--- src/rtl/ex_mem_latch_pkg.sv ---
// Shared widths and MEM/WB control-bundle layout for the EX/MEM pipeline register.
// Control bits travel together as one small vector indexed by the CTL_* localparams.
package ex_mem_latch_pkg;

   localparam int LEN_DEFAULT    = 32;
   localparam int NB_REG_DEFAULT = 5;

   localparam int CTL_MEM_READ   = 0;
   localparam int CTL_MEM_WRITE  = 1;
   localparam int CTL_REG_WRITE  = 2;
   localparam int CTL_MEM_TO_REG = 3;
   localparam int CTL_W          = 4;

   typedef logic [CTL_W-1:0] ctl_t;

   function automatic ctl_t pack_ctl(
      input logic mem_read,
      input logic mem_write,
      input logic reg_write,
      input logic mem_to_reg
   );
      ctl_t c;
      c                 = '0;
      c[CTL_MEM_READ]   = mem_read;
      c[CTL_MEM_WRITE]  = mem_write;
      c[CTL_REG_WRITE]  = reg_write;
      c[CTL_MEM_TO_REG] = mem_to_reg;
      return c;
   endfunction

endpackage

--- src/rtl/ex_mem_latch_branch_resolve.sv ---
// Combinational branch resolution from the registered EX/MEM branch state.
// BRANCH_NE_EN adds the BNE input (taken when zero is clear).
module branch_resolve (
   input  logic valid_i,
   input  logic branch_i,
`ifdef BRANCH_NE_EN
   input  logic branch_ne_i,
`endif
   input  logic zero_i,
   output logic taken_o
);

   logic beq_taken;

   assign beq_taken = branch_i & zero_i;

`ifdef BRANCH_NE_EN
   assign taken_o = valid_i & (beq_taken | (branch_ne_i & ~zero_i));
`else
   assign taken_o = valid_i & beq_taken;
`endif

endmodule

--- src/rtl/ex_mem_latch.sv ---
// EX/MEM pipeline register: latches EX results, resolves branches in MEM and squashes the
// one wrong-path instruction behind a taken branch. BRANCH_NE_EN enables BNE resolution.
module ex_mem_latch
   import ex_mem_latch_pkg::*;
#(
   parameter int len    = LEN_DEFAULT,
   parameter int nb_reg = NB_REG_DEFAULT
) (
   input  logic              i_clk,
   input  logic              i_rst,
   input  logic [len-1:0]    i_add_execute,
   input  logic [len-1:0]    i_alu_result,
   input  logic              i_zero,
   input  logic [len-1:0]    i_data_rt,
   input  logic [nb_reg-1:0] i_write_reg,
   input  logic              i_valid,
   input  logic              i_branch,
`ifdef BRANCH_NE_EN
   input  logic              i_branch_ne,
`endif
   input  logic              i_mem_read,
   input  logic              i_mem_write,
   input  logic              i_reg_write,
   input  logic              i_mem_to_reg,
   input  logic              i_stall,
   output logic [len-1:0]    o_add_execute,
   output logic [len-1:0]    o_alu_result,
   output logic [len-1:0]    o_data_rt,
   output logic [nb_reg-1:0] o_write_reg,
   output logic              o_mem_read,
   output logic              o_mem_write,
   output logic              o_reg_write,
   output logic              o_mem_to_reg,
   output logic              o_valid,
   output logic              o_pc_src,
   output logic              o_flush
);

   logic [len-1:0]    add_q, add_d;
   logic [len-1:0]    alu_q, alu_d;
   logic [len-1:0]    rt_q, rt_d;
   logic [nb_reg-1:0] wr_q, wr_d;
   ctl_t              ctl_q, ctl_d;
   logic              valid_q, valid_d;
   logic              branch_q, branch_d;
   logic              zero_q, zero_d;
   logic              taken_done_q, taken_done_d;
   logic              squash_pending_q, squash_pending_d;
`ifdef BRANCH_NE_EN
   logic              branch_ne_q, branch_ne_d;
`endif

   logic taken;
   logic pc_src;
   logic squash_eff;

   branch_resolve u_branch_resolve (
      .valid_i     (valid_q),
      .branch_i    (branch_q),
`ifdef BRANCH_NE_EN
      .branch_ne_i (branch_ne_q),
`endif
      .zero_i      (zero_q),
      .taken_o     (taken)
   );

   // The redirect fires once per resolved branch; taken_done blocks repeats while stalled.
   assign pc_src     = taken & ~taken_done_q;
   assign squash_eff = squash_pending_q | pc_src;

   always_comb begin
      add_d            = add_q;
      alu_d            = alu_q;
      rt_d             = rt_q;
      wr_d             = wr_q;
      ctl_d            = ctl_q;
      valid_d          = valid_q;
      branch_d         = branch_q;
      zero_d           = zero_q;
`ifdef BRANCH_NE_EN
      branch_ne_d      = branch_ne_q;
`endif
      taken_done_d     = taken_done_q | pc_src;
      squash_pending_d = squash_pending_q | pc_src;

      if (!i_stall) begin
         add_d            = i_add_execute;
         alu_d            = i_alu_result;
         rt_d             = i_data_rt;
         wr_d             = i_write_reg;
         valid_d          = i_valid & ~squash_eff;
         ctl_d            = valid_d ? pack_ctl(i_mem_read, i_mem_write, i_reg_write, i_mem_to_reg)
                                    : '0;
         branch_d         = i_branch & valid_d;
         zero_d           = i_zero;
`ifdef BRANCH_NE_EN
         branch_ne_d      = i_branch_ne & valid_d;
`endif
         taken_done_d     = 1'b0;
         squash_pending_d = 1'b0;
      end
   end

   always_ff @(posedge i_clk) begin
      if (i_rst) begin
         add_q            <= '0;
         alu_q            <= '0;
         rt_q             <= '0;
         wr_q             <= '0;
         ctl_q            <= '0;
         valid_q          <= 1'b0;
         branch_q         <= 1'b0;
         zero_q           <= 1'b0;
`ifdef BRANCH_NE_EN
         branch_ne_q      <= 1'b0;
`endif
         taken_done_q     <= 1'b0;
         squash_pending_q <= 1'b0;
      end else begin
         add_q            <= add_d;
         alu_q            <= alu_d;
         rt_q             <= rt_d;
         wr_q             <= wr_d;
         ctl_q            <= ctl_d;
         valid_q          <= valid_d;
         branch_q         <= branch_d;
         zero_q           <= zero_d;
`ifdef BRANCH_NE_EN
         branch_ne_q      <= branch_ne_d;
`endif
         taken_done_q     <= taken_done_d;
         squash_pending_q <= squash_pending_d;
      end
   end

   assign o_add_execute = add_q;
   assign o_alu_result  = alu_q;
   assign o_data_rt     = rt_q;
   assign o_write_reg   = wr_q;
   assign o_mem_read    = ctl_q[CTL_MEM_READ]   & valid_q;
   assign o_mem_write   = ctl_q[CTL_MEM_WRITE]  & valid_q;
   assign o_reg_write   = ctl_q[CTL_REG_WRITE]  & valid_q;
   assign o_mem_to_reg  = ctl_q[CTL_MEM_TO_REG] & valid_q;
   assign o_valid       = valid_q;
   assign o_pc_src      = pc_src;
   assign o_flush       = pc_src;

endmodule

--- config.mk ---
export PLATFORM = sky130hd
export DESIGN_NAME = ex_mem_latch
export DESIGN_NICKNAME = d
export VERILOG_FILES = /design/src/rtl/ex_mem_latch_pkg.sv /design/src/rtl/ex_mem_latch_branch_resolve.sv /design/src/rtl/ex_mem_latch.sv
export SDC_FILE = /design/constraint.sdc
export NUM_CORES = 1
export LEC_CHECK = 0
export CELL_PAD_IN_SITES_DETAIL_PLACEMENT = 1
export CELL_PAD_IN_SITES_GLOBAL_PLACEMENT = 1
export CORE_AREA = 2 2 124 126
export CTS_CLUSTER_SIZE = 40
export DETAILED_ROUTE_END_ITERATION = 12
export DIE_AREA = 0 0 126 128
export PLACE_DENSITY = 0.86
export SLEW_MARGIN = 40
export SYNTH_ARGS = -nofsm -noshare
export SYNTH_HDL_FRONTEND = slang
export SYNTH_SLANG_ARGS = --single-unit
--- constraint.sdc ---
create_clock -name i_clk -period 1.2 [get_ports i_clk]
set_input_delay 0.18 -clock i_clk [delete_from_list [all_inputs] [get_ports i_clk]]
set_output_delay 0.18 -clock i_clk [all_outputs]
set_load 0.02 [all_outputs]
==> results.yml <==
sta:
  rsz0062_at_grt: "true"
  hold_ws_ns: 0.164
  drv_slew: 0
  hold_viol: 0
  relSlewSlack_pct: 73.8
  post-route-min-period_ns: 1.33
  finalCritPeriodShare_pct: 111
  setup_viol: 4
  fmax_ghz: 0.752
  fin_ws_ns: -0.129
  tightest_slew_ns: 0.392
  skew_ns: 0.00734
power_and_ir_drop:
  ir_drop_mv: 0.613
  power.density_mw_per_mm2: 1330
  power_mw: 8.63
  p_leak_nw: 2.95
worst_setup_path:
  r2r_cells: 3
  r2r_start: "o_valid$_SDFFE_PP0N_"
  crit_arrival_ns: 1.15
  cp-end-kind: "output port"
  reg2reg_to: "o_valid$_SDFFE_PP0N_"
  slowest_stage: "dfxtp_4"
  path_cells: "and4b_2 > buf_6"
  worstPathRequired_ns: 1.02
  crit_path_max_incr_delay_ns: 0.39
  crit_buf_inv: 1
  start_kind: "flop"
  critical_path_class: "flop to output port"
  cpLargestDelayFamily: "flip-flops"
  r2r_slack_ns: 0.03
  critPathMaxFanout: 5
clock_tree:
  htree_num_levels: 3
  cts_root_buffer: "clkbuf_16"
  cts_buffer_depth: 2
  clock_latency_ns: 0.34
  cts_made_buffers: 9
  cts.sinks: 110
  hold_buffers: 0
  clk_pin_slew_ns: 0.07
  cts_tree: "built"
placement:
  place.gp.congestion: 0.735
  dp_hpwl_mm: 9.45
  dpl_cell_area_mm2: 0.00642
  portBuffers: 218
outcome:
  violations: "negative setup slack"
  status: "finished with violations"
synthesis:
  synth_area_mm2: 0.00406
  syn_nets: 479
  syn_area_per_cell_um2: 11.0
  synthTopCellsByArea: "dfxtp_1 (54%), mux2i_1 (25%), nor2_1 (9.5%)"
  synth.largest_area_cell: "dfxtp_1"
  seq_area_frac_synth_pct: 54.2
  ys_types: 17
  synth_cells: 368
  yosys_register_bits: 110
  yosysTopAreaCellShare_pct: 54.2
  yosys_warnings: 0
floorplanning:
  dieArea_mm2: 0.0161
  rows: 45
  initial_core_util_pct: 27.3
  die_x_um: 126
  core_mm2: 0.0149
  fp.dieH_um: 128
  ios: 219
drt:
  ant_nets: 0
  drt-wirelength-per-cell_um: 15.9
  drc: 0
  drt-total-wl_mm: 12.4
  vias: 3467
  viasPerCell: 4.45
  detailedRoute.firstPassIterationCount: 3
  drt_iter0_drc: 93
finish:
  n_antenna_cell: 0
  post-route-cell-area_mm2: 0.00651
  layout_common_cells: "dfxtp_1 (109), clkdlybuf4s50_1 (108), nor2_1 (103)"
  fin_nets: 697
  layout_commonest_cell: "dfxtp_1"
  drive_gt1_share_pct: 23.4
  area_delta_synth_final_pct: 60.4
global_route:
  grt_max_degree: 40
  gr-total-overflow: 0
  antenna_found_initial: 0
  grt_first_pass_wirelength_mm: 19.6
  grt_pass1_vias: 3815
  track_usage_pct: 15.2
worst_hold_path:
  hp-class: "input port to flop"
  whs_path_depth: 3
  hp-start: "i_stall"
  hold_end: "taken_done_q$_SDFF_PP0_"
flow_run:
  max_cap_viol_count: 0
-- synthesized netlist by cell type, drive strengths merged --
master,n
mux2i,102
and2,4
nand2b,2
clkbuf,7
buf,20
nand3b,1
a31oi,1
o21ba,1
or3b,5
nor2,103
o32ai,5
nand2,5
dfxtp,110
and4b,1
o41ai,1
-- logic make-up after synthesis --
logic type             synth area share (%)
DFF                                    54.2
and+or+nand+nor                        12.4
muxes                                  25.1
AOI/OAI and AO/OA                      2.80
buffers and inverters                  5.39
-- cell type report --
| type | instances | area, um^2 |
|---|---|---|
| Tap cell | 188 | 235 |
| Multi-Input combinational cell | 231 | 1650 |
| Clock inverter | 4 | 70.1 |
| Fill cell | 1671 | 8350 |
| Sequential cell | 110 | 2210 |
| Timing Repair Buffer | 234 | 2110 |
| Clock buffer | 12 | 246 |
-- power by group --
group | internal [mW] | switching [mW] | leakage [nW]
clock | 1.88 | 1.32 | 0.157
combinational | 0.759 | 0.693 | 1.89
sequential | 3.86 | 0.113 | 0.908
total | 6.50 | 2.13 | 2.95
-- worst max path at each step --
stage	start	endpoint	slack, ns	cells past startpoint
after global routing	o_valid$_SDFFE_PP0N_	o_pc_src	-0.19	2
after detailed placement	o_valid$_SDFFE_PP0N_	o_pc_src	-0.26	2
after CTS	o_valid$_SDFFE_PP0N_	o_pc_src	-0.17	2
final	o_valid$_SDFFE_PP0N_	o_pc_src	-0.13	2
after global placement	o_valid$_SDFFE_PP0N_	o_pc_src	-0.28	2
after floorplan	o_valid$_SDFFE_PP0N_	o_pc_src	0.06	3
-- stage by stage --
step / setup slack, ns / cells / setup TNS (ns) / utilization, %
2_1_floorplan: 0.0625 / 368 / 0 / -
3_3_place_gp: -0.275 / 763 / -1.71 / 43.2
3_5_place_dp: -0.264 / 763 / -1.75 / 43.2
4_1_cts: -0.174 / 779 / -0.510 / 45.7
5_1_grt: -0.186 / 779 / -0.659 / 43.8
6_report: -0.129 / 779 / -0.390 / 43.8
-- tightest hold or removal path, delay by kind of cell --
family,cells,cell delay (ns)
buf+inv,1,0.14
simple gates,2,0.13
-- metal layers --
metal | wire length (um) | GRT usage [%] | vias to the layer above
li1 | - | - | 1665
met1 | 4750 | 16.6 | 1657
met2 | 6460 | 27.6 | 125
met3 | 801 | 3.92 | 20
met4 | 356 | 7.11 | 0
met5 | 0 | 0 | -
-- what timing repair did --
action                                 in CTS  in global routing
resized for setup                         277                 61
endpoints found under the hold margin       0                  0
setup endpoints to repair                 108                 70
pin swaps                                   1                  1
setup buffers                               0                  0
Note: power is estimated with default switching activity, not from simulation.
